$ cat config.mk
export PLATFORM = sky130hd
export DESIGN_NAME = divider_flat
export DESIGN_NICKNAME = d
export VERILOG_FILES = /design/src/rtl/mdu_pkg.sv /design/src/rtl/divider_if.sv /design/src/rtl/divider_prep.sv /design/src/rtl/divider.sv /design/src/flat_wrapper.sv
export SDC_FILE = /design/constraint.sdc
export NUM_CORES = 1
export LEC_CHECK = 0
export CORE_ASPECT_RATIO = 0.9
export CORE_MARGIN = 5
export CORE_UTILIZATION = 50
export DETAILED_ROUTE_END_ITERATION = 8
export PLACE_DENSITY = 0.79
export SLEW_MARGIN = 5
export SYNTH_ARGS = -nofsm -noshare
export SYNTH_HDL_FRONTEND = slang
export SYNTH_SLANG_ARGS = --single-unit
$ cat constraint.sdc
create_clock -name clock -period 6 [get_ports clock]
set_clock_uncertainty 0.2 [all_clocks]
set_input_delay 0.6 -clock clock [delete_from_list [all_inputs] [get_ports clock]]
set_output_delay 0.6 -clock clock [all_outputs]
set_load 0.005 [all_outputs]
$ cat src/rtl/mdu_pkg.sv
// mdu_pkg: definitions shared by the EXU multiply/divide blocks.
//   XLEN        operand/result width
//   DIV_ITER_D  radix-2 iterations for a 64-bit divide
//   DIV_ITER_W  radix-2 iterations for a 32-bit (W form) divide
//   ALL_ONES    divide-by-zero quotient
//   MIN_D/MIN_W most negative value, full width and sign-extended 32-bit
//   state_e     request/response FSM states
package mdu_pkg;

    localparam int unsigned XLEN       = 64;
    localparam int unsigned DIV_ITER_D = 64;
    localparam int unsigned DIV_ITER_W = 32;
    localparam int unsigned CNT_W      = $clog2(DIV_ITER_D + 1);

    localparam logic [XLEN-1:0] ALL_ONES = '1;
    localparam logic [XLEN-1:0] MIN_D    = {1'b1, {(XLEN-1){1'b0}}};
    localparam logic [XLEN-1:0] MIN_W    = {{(XLEN-31){1'b1}}, {31{1'b0}}};

    typedef enum logic [1:0] {
        IDLE = 2'd0,
        CALC = 2'd1,
        DONE = 2'd2
    } state_e;

endpackage

$ cat src/rtl/divider_if.sv
// divider_if: request/response bundle of the iterative divider.
//   master (requester): drives in_valid, flush, divw, div_signed, dividend,
//                       divisor; observes out_ready, out_valid, quotient,
//                       remainder.
//   slave  (divider):   the reverse directions.
interface divider_if;
    import mdu_pkg::*;

    logic            in_valid;
    logic            flush;
    logic            divw;
    logic            div_signed;
    logic [XLEN-1:0] dividend;
    logic [XLEN-1:0] divisor;
    logic            out_ready;
    logic            out_valid;
    logic [XLEN-1:0] quotient;
    logic [XLEN-1:0] remainder;

    modport master (
        output in_valid, flush, divw, div_signed, dividend, divisor,
        input  out_ready, out_valid, quotient, remainder
    );

    modport slave (
        input  in_valid, flush, divw, div_signed, dividend, divisor,
        output out_ready, out_valid, quotient, remainder
    );

endinterface

$ cat src/rtl/divider_prep.sv
// div_prep: combinational operand preparation for the divider.
//   divw_i      1 = 32-bit op, operands truncated to the low 32 bits
//   signed_i    1 = signed operands
//   dividend_i  raw dividend
//   divisor_i   raw divisor
//   a_abs_o     |dividend| (as-width, upper bits zero for W ops)
//   b_abs_o     |divisor|  (as-width, upper bits zero for W ops)
//   a_ext_o     dividend as-width, sign-extended for W ops (div-by-zero rem)
//   q_neg_o     quotient must be negated
//   r_neg_o     remainder must be negated
//   zero_o      divisor is zero (as-width)
//   ovf_o       signed MIN / -1
//   small_o     |dividend| < |divisor| (only with DIVIDER_EARLY_OUT_EN)
module div_prep
    import mdu_pkg::*;
(
    input  logic            divw_i,
    input  logic            signed_i,
    input  logic [XLEN-1:0] dividend_i,
    input  logic [XLEN-1:0] divisor_i,
    output logic [XLEN-1:0] a_abs_o,
    output logic [XLEN-1:0] b_abs_o,
    output logic [XLEN-1:0] a_ext_o,
    output logic            q_neg_o,
    output logic            r_neg_o,
    output logic            zero_o,
    output logic            ovf_o
`ifdef DIVIDER_EARLY_OUT_EN
    ,
    output logic            small_o
`endif
);

    logic            a_sign;
    logic            b_sign;
    logic [XLEN-1:0] a_s;
    logic [XLEN-1:0] b_s;

    always_comb begin
        a_sign = divw_i ? dividend_i[31] : dividend_i[XLEN-1];
        b_sign = divw_i ? divisor_i[31]  : divisor_i[XLEN-1];

        // Operands reinterpreted at the op width: W forms extend bit 31 only
        // when signed, so unsigned W operands stay below 2^32.
        a_s = divw_i ? {{(XLEN-32){signed_i & a_sign}}, dividend_i[31:0]} : dividend_i;
        b_s = divw_i ? {{(XLEN-32){signed_i & b_sign}}, divisor_i[31:0]}  : divisor_i;

        a_abs_o = (signed_i & a_sign) ? -a_s : a_s;
        b_abs_o = (signed_i & b_sign) ? -b_s : b_s;
        a_ext_o = divw_i ? {{(XLEN-32){dividend_i[31]}}, dividend_i[31:0]} : dividend_i;

        q_neg_o = signed_i & (a_sign ^ b_sign);
        r_neg_o = signed_i & a_sign;
        zero_o  = (b_s == '0);
        ovf_o   = signed_i & (a_s == (divw_i ? MIN_W : MIN_D)) & (b_s == ALL_ONES);
`ifdef DIVIDER_EARLY_OUT_EN
        small_o = (a_abs_o < b_abs_o);
`endif
    end

endmodule

$ cat src/rtl/divider.sv
// divider: iterative radix-2 restoring divider for RV64M DIV/DIVU/REM/REMU
// and their W forms, sharing the multiplier's request/response handshake.
//   clock  single clock, all state on posedge
//   reset  synchronous, active-low
//   bus    divider_if.slave: in_valid/flush/divw/div_signed/dividend/divisor
//          in; out_ready/out_valid/quotient/remainder out
// Latency is N+1 cycles from accept (N = 64, or 32 for W forms).
// Build option DIVIDER_EARLY_OUT_EN: divide-by-zero, signed overflow and
// |dividend| < |divisor| go straight to DONE and complete one cycle after
// accept.
module divider
    import mdu_pkg::*;
(
    input  logic      clock,
    input  logic      reset,
    divider_if.slave  bus
);

    state_e           state_q, state_d;
    logic [CNT_W-1:0] cnt_q, cnt_d;
    logic [XLEN-1:0]  rem_q, rem_d;
    logic [XLEN-1:0]  quo_q, quo_d;
    logic [XLEN-1:0]  div_q, div_d;
    logic [XLEN-1:0]  aext_q, aext_d;
    logic             qneg_q, qneg_d;
    logic             rneg_q, rneg_d;
    logic             w_q, w_d;
    logic             zero_q, zero_d;
    logic             ovf_q, ovf_d;

    logic [XLEN-1:0]  p_a_abs, p_b_abs, p_a_ext;
    logic             p_q_neg, p_r_neg, p_zero, p_ovf;
`ifdef DIVIDER_EARLY_OUT_EN
    logic             p_small;
`endif

    logic             accept;
    logic [CNT_W-1:0] n_last;
    logic [XLEN:0]    shifted;
    logic [XLEN:0]    diff;
    logic [XLEN-1:0]  qn, rn, q_res, r_res;

    div_prep u_prep (
        .divw_i     (bus.divw),
        .signed_i   (bus.div_signed),
        .dividend_i (bus.dividend),
        .divisor_i  (bus.divisor),
        .a_abs_o    (p_a_abs),
        .b_abs_o    (p_b_abs),
        .a_ext_o    (p_a_ext),
        .q_neg_o    (p_q_neg),
        .r_neg_o    (p_r_neg),
        .zero_o     (p_zero),
        .ovf_o      (p_ovf)
`ifdef DIVIDER_EARLY_OUT_EN
        ,
        .small_o    (p_small)
`endif
    );

    always_comb begin : next_state
        state_d = state_q;
        cnt_d   = cnt_q;
        rem_d   = rem_q;
        quo_d   = quo_q;
        div_d   = div_q;
        aext_d  = aext_q;
        qneg_d  = qneg_q;
        rneg_d  = rneg_q;
        w_d     = w_q;
        zero_d  = zero_q;
        ovf_d   = ovf_q;

        accept  = bus.in_valid & (state_q == IDLE) & ~bus.flush;
        n_last  = w_q ? CNT_W'(DIV_ITER_W - 1) : CNT_W'(DIV_ITER_D - 1);
        shifted = {rem_q, quo_q[XLEN-1]};
        diff    = shifted - {1'b0, div_q};

        case (state_q)
            IDLE: begin
                if (accept) begin
                    // W operands sit in the top half of quo so that 32 shifts
                    // consume them and leave the quotient in the low half.
                    quo_d   = bus.divw ? (p_a_abs << (XLEN - 32)) : p_a_abs;
                    rem_d   = '0;
                    div_d   = p_b_abs;
                    aext_d  = p_a_ext;
                    qneg_d  = p_q_neg;
                    rneg_d  = p_r_neg;
                    w_d     = bus.divw;
                    zero_d  = p_zero;
                    ovf_d   = p_ovf;
                    cnt_d   = '0;
                    state_d = CALC;
`ifdef DIVIDER_EARLY_OUT_EN
                    // Preload the trivial result (q=0, r=|a|); zero/overflow
                    // results are substituted at the output anyway.
                    if (p_zero | p_ovf | p_small) begin
                        quo_d   = '0;
                        rem_d   = p_a_abs;
                        state_d = DONE;
                    end
`endif
                end
            end
            CALC: begin
                if (!diff[XLEN]) begin
                    rem_d = diff[XLEN-1:0];
                    quo_d = {quo_q[XLEN-2:0], 1'b1};
                end else begin
                    rem_d = shifted[XLEN-1:0];
                    quo_d = {quo_q[XLEN-2:0], 1'b0};
                end
                cnt_d = cnt_q + CNT_W'(1);
                if (cnt_q == n_last) begin
                    state_d = DONE;
                end
            end
            DONE: begin
                state_d = IDLE;
            end
            default: begin
                state_d = IDLE;
            end
        endcase

        if (bus.flush) begin
            state_d = IDLE;
        end
    end

    always_comb begin : result
        qn = qneg_q ? -quo_q : quo_q;
        rn = rneg_q ? -rem_q : rem_q;

        if (zero_q) begin
            q_res = ALL_ONES;
            r_res = aext_q;
        end else if (ovf_q) begin
            q_res = w_q ? MIN_W : MIN_D;
            r_res = '0;
        end else if (w_q) begin
            q_res = {{(XLEN-32){qn[31]}}, qn[31:0]};
            r_res = {{(XLEN-32){rn[31]}}, rn[31:0]};
        end else begin
            q_res = qn;
            r_res = rn;
        end

        bus.out_ready = (state_q == IDLE);
        bus.out_valid = (state_q == DONE) & ~bus.flush;
        bus.quotient  = bus.out_valid ? q_res : '0;
        bus.remainder = bus.out_valid ? r_res : '0;
    end

    always_ff @(posedge clock) begin
        if (!reset) begin
            state_q <= IDLE;
            cnt_q   <= '0;
            rem_q   <= '0;
            quo_q   <= '0;
            div_q   <= '0;
            aext_q  <= '0;
            qneg_q  <= 1'b0;
            rneg_q  <= 1'b0;
            w_q     <= 1'b0;
            zero_q  <= 1'b0;
            ovf_q   <= 1'b0;
        end else begin
            state_q <= state_d;
            cnt_q   <= cnt_d;
            rem_q   <= rem_d;
            quo_q   <= quo_d;
            div_q   <= div_d;
            aext_q  <= aext_d;
            qneg_q  <= qneg_d;
            rneg_q  <= rneg_d;
            w_q     <= w_d;
            zero_q  <= zero_d;
            ovf_q   <= ovf_d;
        end
    end

endmodule
$ cat src/flat_wrapper.sv
// flat-port wrapper written by rule: the top's interface ports become plain ports
module divider_flat import mdu_pkg::*;
  (clock, reset, bus_in_valid, bus_flush, bus_divw, bus_div_signed, bus_dividend, bus_divisor, bus_out_ready, bus_out_valid, bus_quotient, bus_remainder);
  divider_if bus_i ();
  input  logic clock;
  input  logic reset;
  input wire logic [$bits(bus_i.in_valid)-1:0] bus_in_valid;
  input wire logic [$bits(bus_i.flush)-1:0] bus_flush;
  input wire logic [$bits(bus_i.divw)-1:0] bus_divw;
  input wire logic [$bits(bus_i.div_signed)-1:0] bus_div_signed;
  input wire logic [$bits(bus_i.dividend)-1:0] bus_dividend;
  input wire logic [$bits(bus_i.divisor)-1:0] bus_divisor;
  output wire logic [$bits(bus_i.out_ready)-1:0] bus_out_ready;
  output wire logic [$bits(bus_i.out_valid)-1:0] bus_out_valid;
  output wire logic [$bits(bus_i.quotient)-1:0] bus_quotient;
  output wire logic [$bits(bus_i.remainder)-1:0] bus_remainder;
  assign bus_i.in_valid = bus_in_valid;
  assign bus_i.flush = bus_flush;
  assign bus_i.divw = bus_divw;
  assign bus_i.div_signed = bus_div_signed;
  assign bus_i.dividend = bus_dividend;
  assign bus_i.divisor = bus_divisor;
  assign bus_out_ready = bus_i.out_ready;
  assign bus_out_valid = bus_i.out_valid;
  assign bus_quotient = bus_i.quotient;
  assign bus_remainder = bus_i.remainder;
  divider u_core (.clock(clock), .reset(reset), .bus(bus_i));
endmodule
==> out/summary.txt <==
sequential cell area fraction in the yosys report: 24.4%
H-tree depth: 1
Hold Fails Final Rpt: 0
post-DR vias/cell: 6.40
max_cap viols: 0
Detail Route Antenna Nets: 0
postcts setup bufs: 0
setup_tns: 0 ps
clock sink count: 270
vias in the first global route: 23100
DR iter-0 viols: 3013
ranking of synthesized cells by area: dfxtp_1, nand2_1, xnor2_1
Final Slew Violations: 0
initial antenna violation count: 3
share of cells above drive strength 1: 4.37%
Area growth, synth to finish: 18.4%
CTS tree: built
first-pass GRT wire length: 133 mm
post-route insts no fill: 3941
global route overflow: 0
Yosys top cell area share: 24.4%
Post-synth EDFFs: 0
Fmax: 175 MHz
endpoints failing setup: 0
num rows: 73
PD cells: 198 mW/mm²
relative slew slack: 16.5%
Num CTS Buffers: 30
period utilization: 95.4%
VDD IR max: 0.000188 V
type of the worst min-delay path: register to register
worst skew pair latency: 580 ps
DR WL/cell: 22.2 µm
Yosys reg bits: 270
I/O Buffers: 263
Place WS: 860 ps
overall routing resource usage: 33.8%
actual transition at the worst max-transition pin: 1250 ps
syn nets: 3410
full die area: 0.0486 mm²
drc violations: 0
gpl congestion: 1.04
Placed Cells incl. Taps: 3886
Syn Area/Cell: 6.91 µm²
Die W: 232 µm
Initial Util: 50.3%
Crit path required time: 5200 ps
largest net degree at the start of global routing: 149
Top FF cell, synth: dfxtp_1
total wire length: 87.4 mm
Synth Cell Area: 0.0222 mm²
Die H: 210 µm
Pleak: 9.93 nW
launching element type of the critical path: register
Max Root-Sink Buffers: 3
cell count after synthesis: 3205
clock-pin slew on the worst setup and hold paths: 60 ps
status: completed
Setup CP Type: register to primary output
total number of vias: 25200
min Tclk post-route: 5720 ps
# fillers: 4235
Max FO, Critical Path: 7
Synth cell types: 79
DR pass1 iterations: 6
Synth Warn #: 0
most common cell after layout, fill and taps aside: nand2_1
Worst EP arrival: 4920 ps
CORE AREA: 0.0440 mm²
final worst slack: 279 ps
CTS root buffer: clkbuf_16
CP Capture Type: primary output
most frequent cells in the layout: nand2_1, nor2_1, a21oi_1
hold slack final: 250 ps
post-detail-place hpwl: 67.1 mm
unrepaired setup endpoints after global routing: false
asr flop ratio synth: 0%
# IOs: 264
final net count: 3523
Synth area leader: dfxtp_1
==> registers in the layout (all words and copies together) (netlist names) <==
| register | flops |
|---|---|
| u_core.aext_q | 64 |
| u_core.w_q | 1 |
| u_core.div_q | 64 |
| u_core.cnt_q | 7 |
| u_core.zero_q | 1 |
| u_core.rem_q | 64 |
| u_core.state_q | 2 |
| u_core.rneg_q | 1 |
| u_core.ovf_q | 1 |
| u_core.qneg_q | 1 |
| u_core.quo_q | 64 |
==> path summary, 6_finish.rpt <==
path                    start           endpoint  slack [ps]  depth (start not counted)
min          u_core.div_q[45]   u_core.div_q[45]         250                          2
min reg2reg  u_core.div_q[45]   u_core.div_q[45]         250                          2
max reg2reg  u_core.quo_q[63]   u_core.rem_q[20]         960                         15
max          u_core.rem_q[35]  bus_remainder[63]         280                         12
==> stage by stage <==
step	instance area [µm²]	power, mW	utilization [%]
2_1_floorplan	22200	2.71	-
3_3_place_gp	25100	3.09	57.1
3_5_place_dp	25100	3.11	57.1
4_1_cts	26200	5.17	59.5
5_1_grt	26200	5.37	59.6
6_report	26200	5.18	59.6
==> per-layer routing <==
layer	wire, µm	vias to the layer above	GRT usage [%]
li1	-	11700	-
met1	38200	12000	48.6
met2	37200	1285	51.1
met3	8970	177	7.53
met4	3040	0	9.45
met5	0	-	0
==> cell usage after synthesis, types with 4 or more instances <==
cell type,n
or3_1,29
and3_1,17
nor2_1,328
o221ai_1,12
a31oi_1,34
a22oi_1,54
o21a_1,10
o31ai_1,59
a211o_1,7
nor3_1,50
a21o_1,53
nand4_1,34
xor2_1,109
nor4_2,4
a32oi_1,13
nand3_1,198
xnor2_1,188
nand2_1,439
or2_2,14
nor4b_1,4
or4_1,29
buf_1,19
a41oi_1,5
nand2b_1,19
o41ai_1,32
o21ai_0,219
and4_1,4
a21oi_1,304
o2111ai_1,6
a21boi_0,14
nor4_1,31
a311oi_1,39
nor2b_1,12
inv_1,99
and2_1,18
clkbuf_1,208
dfxtp_1,270
ha_1,70
o22a_1,15
a211oi_1,37
o21bai_1,18
o22ai_1,8
o211ai_1,17
==> logic make-up after synthesis <==
| logic type | after synthesis | share of synthesized area [%] |
|---|---|---|
| buf+inv | 331 | 5.63 |
| simple gates | 1249 | 25.9 |
| xor+xnor | 297 | 11.7 |
| flops | 270 | 24.4 |
| compound gates | 985 | 28.2 |
| fa+ha+maj | 71 | 4.04 |
| mux | 2 | 0.0904 |
==> layout make-up <==
class	instances	area (µm²)	area share, %
multi-input combinational	2604	15600	59.3
sequential	270	5410	20.6
timing repair buffer	310	3030	11.6
clock buffer	40	860	3.28
tap	600	751	2.86
inverter	102	385	1.47
clock inverter	14	226	0.864
antenna	1	2.50	0.00954
==> power by group <==
group          switching (mW)  internal, mW
clock network           0.815          1.26
registers              0.0823          1.88
logic                   0.718         0.433
==> what timing repair did <==
item                       CTS  global route
gates resized for setup      0             2
hold buffers                 0             0
setup endpoints to repair    0             9
==> worst max-delay path, cell delays in order, from the launching register on <==
cell and delay (ps):
dfxtp_1 380, or4_1 580, nor3_1 340, nand2_1 140, or3_1 370, nor4_1 290
nand3_1 250, or2_2 390, o31ai_1 250, xnor2_1 150, o21ai_0 100, a21oi_1 480
clkdlybuf4s50_1 620
No activity file was read; power rests on OpenSTA's default activity.
